**config.mk**
```make
export PLATFORM = sky130hd
export DESIGN_NAME = console_rx
export DESIGN_NICKNAME = d
export VERILOG_FILES = /design/src/rtl/console_rx.sv
export SDC_FILE = /design/constraint.sdc
export NUM_CORES = 1
export LEC_CHECK = 0
export CAP_MARGIN = 20
export CORE_MARGIN = 10
export CORE_UTILIZATION = 51
export DETAILED_ROUTE_END_ITERATION = 16
export GPL_ROUTABILITY_DRIVEN = 0
export MAX_ROUTING_LAYER = met4
export PLACE_DENSITY_LB_ADDON = 0.25
export SLEW_MARGIN = 20
export SYNTH_ARGS = -nofsm -noshare
export SYNTH_HDL_FRONTEND = slang
export SYNTH_SLANG_ARGS = --single-unit
```
**constraint.sdc**
```tcl
create_clock -name wb_clk -period 3.4 [get_ports wb_clk]
set_input_delay 0.51 -clock wb_clk [delete_from_list [all_inputs] [get_ports wb_clk]]
set_output_delay 0.51 -clock wb_clk [all_outputs]
set_load 0.01 [all_outputs]
```
**src/rtl/console_rx.sv**
```systemverilog
// console_rx -- Wishbone-mapped 8N1 UART receiver with a small byte FIFO.
//
// Sits opposite the console transmitter and shares its clock, bus and bit
// timing. Incoming bytes are collected LSB first into a circular FIFO that
// firmware polls through two registers (ADR bit 2 selects):
//   0 DATA   read : {24'h0, head byte}, pops; 32'h0 when empty. Writes ignored.
//   1 STATUS read : bit0 not-empty, bit1 OVR, bit2 FERR, [15:8] count.
//            write: bit1 clears OVR, bit2 clears FERR (a same-cycle set wins).
//
// Ports:
//   wb_clk     core clock, all logic on its rising edge
//   wb_rst     synchronous active-high reset
//   wb_cyc     bus cycle
//   wb_stb     bus strobe
//   wb_we      write enable
//   wb_adr     address, only bit 2 decoded
//   wb_dat_o   write data from master
//   wb_dat_i   registered read data to master
//   wb_ack     one-cycle acknowledge
//   rx         asynchronous serial input, idle high
//   irq        registered (not-empty | OVR | FERR), only with CONSOLE_RX_IRQ_EN
//
// Build option: define CONSOLE_RX_IRQ_EN to add the irq output.
//
// RX FSM
//   state   | meaning
//   S_IDLE  | line idle, waiting for a low level on rxs
//   S_START | half a bit in, confirm the start bit is still low
//   S_DATA  | sample eight data bits at mid-bit, LSB first
//   S_STOP  | sample the stop bit; high pushes the byte, low flags FERR
//   S_BREAK | line held low after a framing error, wait for it to go high

module console_rx #(
   parameter int FREQUENCY       = 25000000,
   parameter int BAUD_RATE       = 115200,
   parameter int BIT_CLOCKS      = FREQUENCY / BAUD_RATE,
   parameter int FIFO_DEPTH_LOG2 = 3
) (
   input  logic        wb_clk,
   input  logic        wb_rst,
   input  logic        wb_cyc,
   input  logic        wb_stb,
   input  logic        wb_we,
   input  logic [31:0] wb_adr,
   input  logic [31:0] wb_dat_o,
   output logic [31:0] wb_dat_i,
   output logic        wb_ack,
   input  logic        rx
`ifdef CONSOLE_RX_IRQ_EN
   ,
   output logic        irq
`endif
);

   localparam int CNT_W = $clog2(BIT_CLOCKS + 1);
   localparam logic [CNT_W-1:0] BIT_LOAD  = CNT_W'(BIT_CLOCKS - 1);
   localparam logic [CNT_W-1:0] HALF_LOAD = CNT_W'(BIT_CLOCKS / 2 - 1);
   localparam int DEPTH = 1 << FIFO_DEPTH_LOG2;
   localparam logic [FIFO_DEPTH_LOG2:0] DEPTH_CNT = (FIFO_DEPTH_LOG2 + 1)'(DEPTH);

   typedef enum logic [2:0] {
      S_IDLE,
      S_START,
      S_DATA,
      S_STOP,
      S_BREAK
   } state_t;

   logic             rx_meta;
   logic             rxs;
   state_t           state;
   logic [CNT_W-1:0] cnt;
   logic [2:0]       bit_idx;
   logic [7:0]       shift;

   logic [7:0]                 mem [DEPTH];
   logic [FIFO_DEPTH_LOG2-1:0] wr_ptr;
   logic [FIFO_DEPTH_LOG2-1:0] rd_ptr;
   logic [FIFO_DEPTH_LOG2:0]   count;
   logic                       ovr;
   logic                       ferr;

   logic        push;
   logic        ferr_set;
   logic        access;
   logic        pop;
   logic        full;
   logic        not_empty;
   logic        do_push;
   logic        ovr_set;
   logic        ovr_clr;
   logic        ferr_clr;
   logic [31:0] status_word;

   logic unused_bits;
   assign unused_bits = ^{wb_adr[31:3], wb_adr[1:0], wb_dat_o[31:3], wb_dat_o[0]};

   // Both flops reset high so a reset never fakes a falling edge.
   always_ff @(posedge wb_clk) begin
      if (wb_rst) begin
         rx_meta <= 1'b1;
         rxs     <= 1'b1;
      end else begin
         rx_meta <= rx;
         rxs     <= rx_meta;
      end
   end

   always_ff @(posedge wb_clk) begin
      if (wb_rst) begin
         state   <= S_IDLE;
         cnt     <= '0;
         bit_idx <= '0;
         shift   <= '0;
      end else begin
         case (state)
            S_IDLE: begin
               cnt     <= HALF_LOAD;
               bit_idx <= '0;
               if (!rxs) state <= S_START;
            end
            S_START: begin
               if (cnt == '0) begin
                  cnt   <= BIT_LOAD;
                  state <= rxs ? S_IDLE : S_DATA;
               end else begin
                  cnt <= cnt - 1'b1;
               end
            end
            S_DATA: begin
               if (cnt == '0) begin
                  shift[bit_idx] <= rxs;
                  bit_idx        <= bit_idx + 1'b1;
                  cnt            <= BIT_LOAD;
                  if (bit_idx == 3'd7) state <= S_STOP;
               end else begin
                  cnt <= cnt - 1'b1;
               end
            end
            S_STOP: begin
               if (cnt == '0) state <= rxs ? S_IDLE : S_BREAK;
               else           cnt   <= cnt - 1'b1;
            end
            S_BREAK: begin
               if (rxs) state <= S_IDLE;
            end
            default: state <= S_IDLE;
         endcase
      end
   end

   // Stop-bit sample outcome; the FIFO acts on it at the same edge, so
   // not-empty is visible the cycle after the sample.
   always_comb begin
      push     = (state == S_STOP) && (cnt == '0) && rxs;
      ferr_set = (state == S_STOP) && (cnt == '0) && !rxs;
   end

   always_comb begin
      access    = wb_cyc && wb_stb && !wb_ack;
      not_empty = (count != '0);
      full      = (count == DEPTH_CNT);
      pop       = access && !wb_we && !wb_adr[2] && not_empty;
      // A pop in the same cycle frees the slot a full FIFO needs.
      do_push   = push && (!full || pop);
      ovr_set   = push && full && !pop;
      ovr_clr   = access && wb_we && wb_adr[2] && wb_dat_o[1];
      ferr_clr  = access && wb_we && wb_adr[2] && wb_dat_o[2];
      status_word = {16'h0, 8'(count), 5'h0, ferr, ovr, not_empty};
   end

   always_ff @(posedge wb_clk) begin
      if (do_push) mem[wr_ptr] <= shift;
   end

   always_ff @(posedge wb_clk) begin
      if (wb_rst) begin
         wr_ptr   <= '0;
         rd_ptr   <= '0;
         count    <= '0;
         ovr      <= 1'b0;
         ferr     <= 1'b0;
         wb_ack   <= 1'b0;
         wb_dat_i <= '0;
      end else begin
         wb_ack   <= access;
         wb_dat_i <= '0;
         if (access && !wb_we) begin
            if (wb_adr[2])      wb_dat_i <= status_word;
            else if (not_empty) wb_dat_i <= {24'h0, mem[rd_ptr]};
         end
         if (do_push) wr_ptr <= wr_ptr + 1'b1;
         if (pop)     rd_ptr <= rd_ptr + 1'b1;
         if (do_push && !pop)      count <= count + 1'b1;
         else if (pop && !do_push) count <= count - 1'b1;
         ovr  <= ovr_set  || (ovr  && !ovr_clr);
         ferr <= ferr_set || (ferr && !ferr_clr);
      end
   end

`ifdef CONSOLE_RX_IRQ_EN
   always_ff @(posedge wb_clk) begin
      if (wb_rst) irq <= 1'b0;
      else        irq <= not_empty || ovr || ferr;
   end
`endif

endmodule
```
======== Word level (Yosys, flattened, before mapping) ========
Memories as Yosys holds them, arrays and structs flattened. A register that Yosys moved wholly into a read port is not among the register bits.
Cells that the tools add are included.
storage, ports and cells
  memory bits (writable) .................. 64
  output and inout bits ................... 33
  flip-flop bits (word level) ............. 69
  logic and storage cells ................. 110
  bits of input ports ..................... 70
  memories kept ........................... 1
cells by class
  $lt $le $gt $ge ......................... 2
  add/sub/neg operators ................... 6
  reduce and logical (&&, ||, !) cells .... 46
  bitwise operators ....................... 2
  muxes and demuxes ....................... 25
  equal/unequal tests ..................... 13
memory list
  name  depth  width  rd ports  clocked after memory_dff  wr ports  RTL line  text
  mem   8      8      1         1                         1         76        logic [7:0] mem [DEPTH];
operators with widths
  cell                                                                  number
  3-bit 2-to-1 mux                                                      10
  8-bit 2-to-1 mux                                                      3
  8-bit case mux with 3 select lines                                    1
  1-bit logical AND                                                     20
  3-bit case mux with 5 select lines                                    1
  2-bit inequality test, second input constant                          7
  12-bit 2-to-1 mux                                                     1
  3-bit by 1-bit adder with 3-bit output, second input constant         3
  1-bit zero test                                                       9
  8-bit bitwise mux                                                     1
  8-bit zero test                                                       1
  4-bit 2-to-1 mux                                                      2
  8-bit by 1-bit subtractor with 8-bit output, second input constant    1
  3-bit by 2-bit == test with 1-bit output, second input constant       2
  3-bit == test, second input constant                                  2
  3-bit case mux with 2 select lines                                    1
  2-bit AND reduction                                                   3
  6-bit AND reduction                                                   1
  4-bit by 1-bit adder with 4-bit output, second input constant         1
  4-bit == test, second input constant                                  1
  3-bit by 4-bit < comparator with 1-bit output, second input constant  1
  2-bit nonzero test                                                    2
  4-bit nonzero test                                                    1
  2-bit OR reduction                                                    2
  other kinds (12)                                                      17

======== Longest topological paths before layout ========
Gate-level depths: netlist of run 1.
  word-level depth ........................ 11
  gate-level depth with buffers ........... 12
  gate-level depth less buffers ........... 12

======== Worst setup path after synthesis of run 1 ========
Ideal clock, no wire load.
  path type ............................... reg2reg
  from .................................... reg cnt[0]
  to ...................................... reg count[3]
  setup slack ............................. 293 ps
  required time ........................... 3279 ps
  clock period less this slack ............ 3107 ps
  arrival time ............................ 2986 ps
  buffers on the path ..................... 0
  library setup time ...................... 121 ps
  cell stages (with the launch flop) ...... 13
  cell sequence ........................... dfxtp_1 > inv_1 > ha_1 > or4b_2 > nor3_1 > and2_1 > ha_1 > inv_1 > ha_1 > a21o_1 > a21oi_1 > mux2i_1 > mux2_2
between the ends
  cells in the longest elaborated chain, start to end .. 7
  elaborated cells between the ends (all ways) .. 9
  classes of those cells .................. mux (1); reduce/logical (8)
ends and longest elaborated chain
  what                                 RTL line  text
  start: declaration                   72        logic [CNT_W-1:0] cnt;
  start signal: assignment             127       cnt <= cnt - 1'b1;
  start signal: assignment             137       cnt <= cnt - 1'b1;
  start signal: assignment             142       else cnt <= cnt - 1'b1;
  8-bit zero test (*)                  155       push = (state == S_STOP) && (cnt == '0) && rxs;
  1-bit logical AND (*) (2 in series)  155
  1-bit logical AND (*)                165       do_push = push && (!full || pop);
  via do_push                          89        logic do_push;
  1-bit zero test                      195       else if (pop && !do_push) count <= count - 1'b1;
  1-bit logical AND                    195
  2-bit nonzero test (no source line)  n/a
  end signal: assignment               194       if (do_push && !pop) count <= count + 1'b1;
  end signal: assignment               195
  end: declaration                     79        logic [FIFO_DEPTH_LOG2:0] count;
The timed path passes the listed nets; every way through them passes the cells marked *.
A chain may end at the register's enable or synchronous reset.

======== Worst setup path after layout of run 1 ========
  from .................................... reg cnt[1]
  to ...................................... reg count[3]
Same word-level chain as after synthesis.

==> results of run 1 <==
-- Yosys cell counts (all sizes together), types with 2 or more instances --
master  number
nor4         7
xnor2        2
a31oi        4
nor4b        2
nand2b      15
o21ai       13
ha           9
a211oi       3
or4          5
or2          4
o21a         3
a21oi       18
buf         24
mux2         2
inv         10
nand3b       4
clkbuf      16
o31ai        3
mux2i       18
a31o         2
o31a         2
xor2         3
nor3        12
a21o         2
dfxtp       52
nand4b       2
nor3b        2
nand2       17
nor2b        2
nand3        8
edfxtp      64
and2         6
nor2        29
mux4        16
-- layout make-up --
cell class | instances | area [µm²]
fillers | 750 | 3687
flip-flops and latches | 116 | 2963
multi-input cells | 251 | 1883
clock buffers | 18 | 417.9
repair buffers | 42 | 367.9
well taps | 133 | 166.4
clock inverters | 14 | 161.4
inverters | 10 | 37.54
-- metrics by stage --
step,std cells,hold slack [ns],setup WS (ns)
floorplan,417,0.3895,0.2930
global placement,552,0.3956,0.1596
detailed placement,552,0.3938,0.05550
CTS,584,0.4069,0.07712
global route,584,0.4201,0.02822
finish,584,0.4059,0.2161
-- path summary, 6_finish.rpt --
kind,start,to,depth (start not counted)
setup reg to reg,cnt[1],count[3],12
hold / removal,rx_meta,rxs,1
hold reg to reg,rx_meta,rxs,1
setup / recovery,cnt[1],count[3],12
-- state kept, by name, summed over array words and instances (netlist names), named ones only --
register,cells
wb_ack,1
rx_meta,1
bit_idx,3
cnt,8
state,3
count,4
ferr,1
rxs,1
wr_ptr,3
shift,8
mem,64
wb_dat_i,12
rd_ptr,3
ovr,1
-- where the power goes --
group          switching (µW)  internal [µW]  total, µW
clock network             612           1110       1720
logic                    58.0           39.7       97.8
registers                8.55           1470       1480
total                     679           2620       3300
-- routing by layer --
metal  track usage (%)  vias up
met5                 -        -
met4             5.649        0
met3             4.487       10
met2             23.10       65
met1             16.77     1558
li1                  -     1529
-- cells in the final DEF, fill, tap and decap left out, types with 15 or more instances in the layout --
master and instances:
sky130_fd_sc_hd__mux2i_1 18, sky130_fd_sc_hd__clkbuf_16 16, sky130_fd_sc_hd__nand2b_1 15, sky130_fd_sc_hd__nor2_1 29, sky130_fd_sc_hd__clkdlybuf4s50_1 21, sky130_fd_sc_hd__mux4_2 16, sky130_fd_sc_hd__nand2_1 17, sky130_fd_sc_hd__dfxtp_1 52
sky130_fd_sc_hd__buf_4 21, sky130_fd_sc_hd__a21oi_1 18, sky130_fd_sc_hd__conb_1 20, sky130_fd_sc_hd__edfxtp_1 64
-- timing repair --
item,CTS,global route
hold buffers,0,0
resized for setup,1,3
pin swaps,0,1
buffers inserted,0,0
hold endpoints to repair,0,0
endpoints found under the setup margin,1,1
-- critical path, stage by stage, from the launching register on --
cell and delay, ns:
sky130_fd_sc_hd__dfxtp_1 0.31, sky130_fd_sc_hd__inv_1 0.14, sky130_fd_sc_hd__ha_4 0.18, sky130_fd_sc_hd__or4b_2 0.63, sky130_fd_sc_hd__nor3_4 0.17, sky130_fd_sc_hd__and2_1 0.18, sky130_fd_sc_hd__ha_1 0.17, sky130_fd_sc_hd__inv_1 0.08
sky130_fd_sc_hd__ha_1 0.28, sky130_fd_sc_hd__a21o_1 0.18, sky130_fd_sc_hd__a21oi_1 0.16, sky130_fd_sc_hd__mux2i_1 0.25, sky130_fd_sc_hd__mux2_2 0.35
-- cells by family after synthesis --
kind of cell | Yosys count
xor gates and xnor gates | 5
AOI/OAI and AO/OA | 62
muxes | 36
adders and majority gates | 10
buffers and inverters | 50
and+or+nand+nor | 118
DFF | 116
other | 1
==> impl_summary.log, run 1 <==
INFO  metric worst_hold_path_type = reg -> reg
INFO  metric die_area = 14,200 µm²
INFO  metric synth-compound-area-share = 8.032%
INFO  metric irDropWorstVdd = 0.3252 mV
INFO  metric netlist_area = 5016 µm²
INFO  metric clk_path_buf_depth = 2
INFO  metric layout-area-overhead-vs-synth = 19.56%
INFO  metric largest_family_of_logic_cells_by_synthesized_area = simple AND/OR/NAND/NOR gates
INFO  metric core_area = 9684 µm²
INFO  metric detailed_router_iteration_count_before_antenna_repair = 4
INFO  metric finalHoldViolCount = 0
INFO  metric fmaxAchievable = 314.1 MHz
INFO  metric unrepaired_setup_endpoints_after_global_routing = false
INFO  metric ant_nets = 0
INFO  metric synthArstFlopShare = 0%
INFO  metric num_vias = 3,162
INFO  metric p_per_area = 550.1 nW/µm²
INFO  metric met2RoutedLength = 4834 µm
INFO  metric drive_gt1_share = 18.40%
INFO  metric topRoutingLayerUsed = met4
INFO  metric endpoint_kind = flop
INFO  metric detailroute.wirelength.met3 = 328 µm
INFO  metric grt_pass1_vias = 3,202
INFO  metric post_synth_mux_area_share = 11.22%
INFO  metric max-slew-margin-rel = 46.15%
INFO  metric overall_track_demand_over_capacity_in_global_routing = 14.48%
INFO  metric met1Wirelength = 4226 µm
INFO  metric clkLatencyLatePin = 0.51 ns
INFO  metric num_io_pins = 103
INFO  metric floorplan.die.height = 119.2 µm
INFO  metric drv_slew = 0
INFO  metric grt_start_max_net_pins = 34
INFO  metric initialDrtViolationCount = 179
INFO  metric synthesis.instances = 398
INFO  metric antenna_found_initial = 0
INFO  metric drt-total-wl = 9511 µm
INFO  metric fin_worst_skew = 0.008726 ns
INFO  metric max-cap-violations = 0
INFO  metric drcViolationCount = 0
INFO  metric synth.ff_latch_count = 116
INFO  metric highest_net_fanout_along_the_worst_path = 6
INFO  metric antenna_cells = 0
INFO  metric synthDominantCellAreaShare = 38.31%
INFO  metric clock-root-buffer = sky130_fd_sc_hd__clkbuf_8
INFO  metric tns = 0 ns
INFO  metric leakagePower = 0.002261 µW
INFO  metric yosysWarnings = 0
INFO  metric critical_path_class = reg -> reg
INFO  metric worst_slew_pin_slew = 0.7965 ns
INFO  metric dp_hpwl = 6281 µm
INFO  metric layout_min_cycle_time = 3.184 ns
INFO  metric synth_enable_flop_cells = 64
INFO  metric avgViaCountPerCell = 5.414
INFO  metric chipWidth = 119.2 µm
INFO  metric clock_input_transition_at_the_sequential_cells_of_the_worst_setup_and_hold_paths = 0.06 ns
INFO  metric layout_worst_path_cycle_share = 93.64%
INFO  metric clock_tree.htree_level_count = 4
INFO  metric placement.cell_area = 5394 µm²
INFO  metric synth_seq_area_share = 59.07%
INFO  metric core.rowCount = 36
INFO  metric globalRouteOverflowTotal = 0
INFO  metric synth_fa_ha_area_share = 2.644%
INFO  metric post_synth_xor_area_fraction = 0.8730%
INFO  metric ys_top_cells_by_area = sky130_fd_sc_hd__edfxtp_1 (38%), sky130_fd_sc_hd__dfxtp_1 (21%), sky130_fd_sc_hd__mux4_2 (7.2%)
INFO  metric total_power = 3299 µW
INFO  metric clock_tree_from_tritoncts = built
INFO  metric critPathArrivalTime = 3.58 ns
INFO  metric grt_first_pass_wirelength = 15,990 µm
INFO  metric synthesis.area_per_instance = 12.60 µm²
INFO  metric worst_ep_required_time = 3.79 ns
INFO  metric run_status = completed
INFO  metric cts.sink_count = 116
INFO  metric synth.largest_area_cell = sky130_fd_sc_hd__edfxtp_1
INFO  metric initial_utilization = 51.80%
INFO  metric placement.io_buffers = 21
INFO  metric numCtsBuffers = 17
INFO  metric postSynth.topFlopCell = sky130_fd_sc_hd__edfxtp_1
INFO  metric reg2reg_setup_slack = 0.22 ns
INFO  metric final_core_util = 61.93%
INFO  metric count_of_final_setup_violators = 0
INFO  metric final_cell_area = 5997 µm²
INFO  metric per_cell_routed_wire_length = 16.29 µm
INFO  metric synthSimpleGateAreaFrac = 12.80%
INFO  metric synth_cell_type_count = 55
INFO  metric design.final.nets = 518
INFO  metric start_kind = flop
(Power assumes the default switching activity.)
==> run 2, diff against run 1 <==
SKIP_LAST_GASP = 1   (was not set)
==> results of run 2 <==
No change in the layout: final DEF, timing and power equal those of run 1.
==> run 3, diff against run 2 <==
CTS_CLUSTER_DIAMETER = 150   (was not set)
==> results of run 3 <==
No change in the layout: final DEF, timing and power equal those of run 1.
==> patch 1: new RTL, settings of run 1 <==
The 5 states of `state_t` get a Gray code encoding in 3 bits.
--- a/src/rtl/console_rx.sv
+++ b/src/rtl/console_rx.sv
@@ -60,9 +60,9 @@
 
    typedef enum logic [2:0] {
-      S_IDLE,
-      S_START,
-      S_DATA,
-      S_STOP,
-      S_BREAK
+      S_IDLE  = 3'b000,
+      S_START = 3'b001,
+      S_DATA  = 3'b011,
+      S_STOP  = 3'b010,
+      S_BREAK = 3'b110
    } state_t;
 
Function: no difference found for any inputs over 10 cycles, from zero or initial values and one cycle with wb_rst high; not proved beyond that.
==> patch 1 against run 1 <==
- total power increased by 2.2%
- clock power increased by 4%
- cell area decreased by 0.63%
- clock skew increased by 2.3 ps
- synthesized cell count decreased by 0.50%
- final cell count decreased by 1.2%
- sequential cell count unchanged
- worst setup slack improved by 310 ps
- count of clock-buffer cells in the layout increased by 4
- routed wire length increased by 2.7%
- area after synthesis increased by 0.37%
- non-clock buffer count decreased by 5
==> patch 1: results <==
export IMPL_status="completed"
export IMPL_holdWs_ps=425
export IMPL_io_buffers=21
export IMPL_top_regs="mem: 64 flops, wb_dat_i: 12 flops"
export IMPL_ff2ff_setup_slack_ps=520
export IMPL_worstPathArrival_ps=3260
export IMPL_post_cts_resized=0
export IMPL_critical_path_max_fanout=6
export IMPL_cts_buffers=17
export IMPL_fin_skew_ps=11.0
export IMPL_drtIter0Drc=199
export IMPL_path_delay_family="adder cells"
export IMPL_final_cells=577
export IMPL_synth_distinct_cells=64
export IMPL_viasPerCell=5.49
export IMPL_grt_pass1_wl_um=16400
export IMPL_grt_pass1_vias=3195
export IMPL_post_dp_hpwl_um=6510
export IMPL_drtPass1Iterations=4
export IMPL_ys_warn_count=0
export IMPL_preCtsSetupSlack_ps=124
export IMPL_max_stage_delay_ps=360
export IMPL_tightest_slew_ps=892
export IMPL_num_antenna_cells=0
export IMPL_seq_area_frac_synth=0.588
export IMPL_crit_start="cnt[0]$_SDFFE_PP0P_"
export IMPL_synth_area_leaders="edfxtp_1, dfxtp_1, mux4_2, buf_4, nor2_1"
export IMPL_p_leak_nw=2.13
export IMPL_min_path_type="reg2reg"
export IMPL_reg2regPathDepth=12
export IMPL_num_fill_cells=750
export IMPL_layout_drive_gt1_share=0.169
export IMPL_grt_max_degree=25
export IMPL_finalCriticalPeriod_ps=2880
export IMPL_dp_cells=545
export IMPL_irDropWorstVdd_v=0.000243
export IMPL_fin_nets=511
export IMPL_wirelength_um=9770
export IMPL_track_usage=0.149
export IMPL_postSynth_asyncResetShare=0
export IMPL_synthCells=396
export IMPL_synth_common_cells="edfxtp_1, dfxtp_1, nor2_1, a21oi_1, buf_4"
export IMPL_cp_slowest_cell="mux2_2"
[patch 1: worst min path at each step]
stage / endpoint / cells after the start / start
floorplan: rxs$_SDFF_PP1_ / 1 / rx_meta$_SDFF_PP1_
global placement: rxs$_SDFF_PP1_ / 1 / rx_meta$_SDFF_PP1_
detailed placement: rxs$_SDFF_PP1_ / 1 / rx_meta$_SDFF_PP1_
CTS: rxs$_SDFF_PP1_ / 1 / rx_meta$_SDFF_PP1_
global route: rxs$_SDFF_PP1_ / 1 / rx_meta$_SDFF_PP1_
finish: rxs$_SDFF_PP1_ / 1 / rx_meta$_SDFF_PP1_
[patch 1: layer usage]
layer,vias to the layer above,routed length [um],global-route usage
li1,1520,-,-
met1,1579,4290,0.177
met2,60,4980,0.237
met3,8,436,0.0449
met4,0,65,0.0535
met5,-,0,-
[patch 1: through the flow]
step	total power [mW]	utilization	cell area, sq um
after CTS	3.40	0.615	5960
final	3.37	0.615	5960
after global routing	3.49	0.615	5960
after global placement	1.60	0.553	5350
after floorplan	1.59	-	5110
after detailed placement	1.60	0.553	5350
[patch 1: power by group]
part	switching [mW]	total, mW	internal, mW
combinational	0.0545	0.0904	0.0359
clock	0.572	1.79	1.22
sequential	0.0131	1.49	1.47
total	0.640	3.37	2.73
[patch 1: logic make-up after synthesis]
family	share of synthesized area
buffers and inverters	0.0596
flip-flops	0.588
multiplexers	0.0939
AND/OR/NAND/NOR	0.134
AO/OA/AOI/OAI	0.0885
XOR/XNOR	0.00870
adder cells (fa/ha/maj)	0.0263
other	0.000745
[patch 1: layout make-up]
type	count	area, sq um	share of cell area
clock buffers	22	453	0.0760
well taps	133	166	0.0279
inverters	13	48.8	0.00819
multi-input cells	246	1840	0.309
repair buffers	37	330	0.0554
clock inverters	10	155	0.0260
flip-flops and latches	116	2960	0.497
==> patch 2: new RTL, flow settings as in run 1 <==
Without the edit above. The option `CONSOLE_RX_IRQ_EN` is turned on by a define.
--- a/src/rtl/console_rx.sv
+++ b/src/rtl/console_rx.sv
@@ -30,4 +30,6 @@
 //   S_STOP  | sample the stop bit; high pushes the byte, low flags FERR
 //   S_BREAK | line held low after a framing error, wait for it to go high
+
+`define CONSOLE_RX_IRQ_EN
 
 module console_rx #(
Behaviour (old outputs only; new: irq): unchanged (equiv_simple and equiv_induct, registers matched by name and starting in step).
==> patch 2 against run 1 <==
- synthesized cell count is 1.5% lower
- clock power down 2%
- total power is 1.1% lower
- largest cell class unchanged
- area after synthesis grew 1.2%
- worst setup slack better by 120 ps
- critical endpoint unchanged
- count of clock-buffer cells in the layout is 6 higher
- routed wire length grew 3.0%
- cell area shrank 0.17%
- sequential cell count grew 1
==> patch 2: results <==
export IMPL_fin_nets=510
export IMPL_status="completed"
export IMPL_clk_latency_ps=510
export IMPL_post_dp_hpwl_um=6470
export IMPL_clk_path_buf_depth=2
export IMPL_clkPwrFrac=0.514
export IMPL_postSynth_asyncResetShare=0
export IMPL_grt_pass1_vias=3078
export IMPL_placed_area_sq_mm=0.00541
export IMPL_use_met2=0.240
export IMPL_synthXorXnorAreaFrac=0.00518
export IMPL_finalCritPeriodShare=0.901
export IMPL_dp_cells=544
export IMPL_post_cts_buffers=0
export IMPL_layout_drive_gt1_share=0.174
export IMPL_io_buffers=22
export IMPL_critical_path_max_fanout=6
export IMPL_synth_common_cells="edfxtp_1, dfxtp_1, nor2_1, buf_4, mux2i_1"
export IMPL_grt_pass1_wl_um=16300
export IMPL_max_stage_delay_ps=350
export IMPL_holdWs_ps=422
export IMPL_cp_slowest_cell="mux2_2"
export IMPL_p_leak_nw=2.22
export IMPL_power_internal_mw=2.61
export IMPL_min_to="rxs$_SDFF_PP1_"
export IMPL_wl_per_cell_um=17.0
export IMPL_post_cts_resized=0
export IMPL_final_cells=576
export IMPL_reg2regPathDepth=13
export IMPL_grt_max_degree=22
export IMPL_tightest_slew_ps=784
export IMPL_cts_buffers=17
export IMPL_grtUsageMet1=0.169
export IMPL_viasPerCell=5.40
export IMPL_syn_area_per_cell_sq_um=12.9
export IMPL_track_usage=0.149
export IMPL_preCtsSetupSlack_ps=-24.9
export IMPL_post_route_util=0.615
export IMPL_synth_distinct_cells=59
export IMPL_synth_area_leaders="edfxtp_1, dfxtp_1, mux4_2, mux2i_1, buf_4"
export IMPL_ys_warn_count=0
export IMPL_met3_usage=0.0469
export IMPL_ff2ff_setup_slack_ps=340
export IMPL_yosys_area_share_adder=0.0261
export IMPL_num_fill_cells=786
export IMPL_p_sw_frac=0.201
export IMPL_fin_skew_ps=8.33
export IMPL_worstPathArrival_ps=3470
export IMPL_synth_compound_area_frac=0.0629
export IMPL_synth_mux_area_frac=0.119
export IMPL_irDropWorstVdd_v=0.000330
export IMPL_seq_area_frac_synth=0.588
export IMPL_drtIter0Drc=210
export IMPL_crit_start="cnt[0]$_SDFFE_PP0P_"
==> patch 2: changes by cell type after synthesis, moves of 3 or more <==
cell             run 1  this run
a22oi_1              1         4
clkbuf_1            16        11
nand2b_1            15        11
nand4_1              0         5
o21ai_0             13         8
or3_1                1         4
buf_6                0         3
nor3b_1              2         5
a21oi_1             18        11
nand2_1             17        12
==> patch 2: area by class of cell <==
type / count / share of cell area
repair buffers: 39 / 0.0581
multi-input cells: 244 / 0.313
flip-flops and latches: 117 / 0.498
well taps: 133 / 0.0278
inverters: 11 / 0.00690
clock inverters: 8 / 0.0117
clock buffers: 24 / 0.0840
==> patch 2: per-layer routing <==
| layer | part of all wire | routed length [um] |
|---|---|---|
| met3 | 0.057 | 562 |
| met4 | 0.012 | 120 |
| met5 | 0 | 0 |
| met2 | 0.51 | 4990 |
| met1 | 0.42 | 4130 |
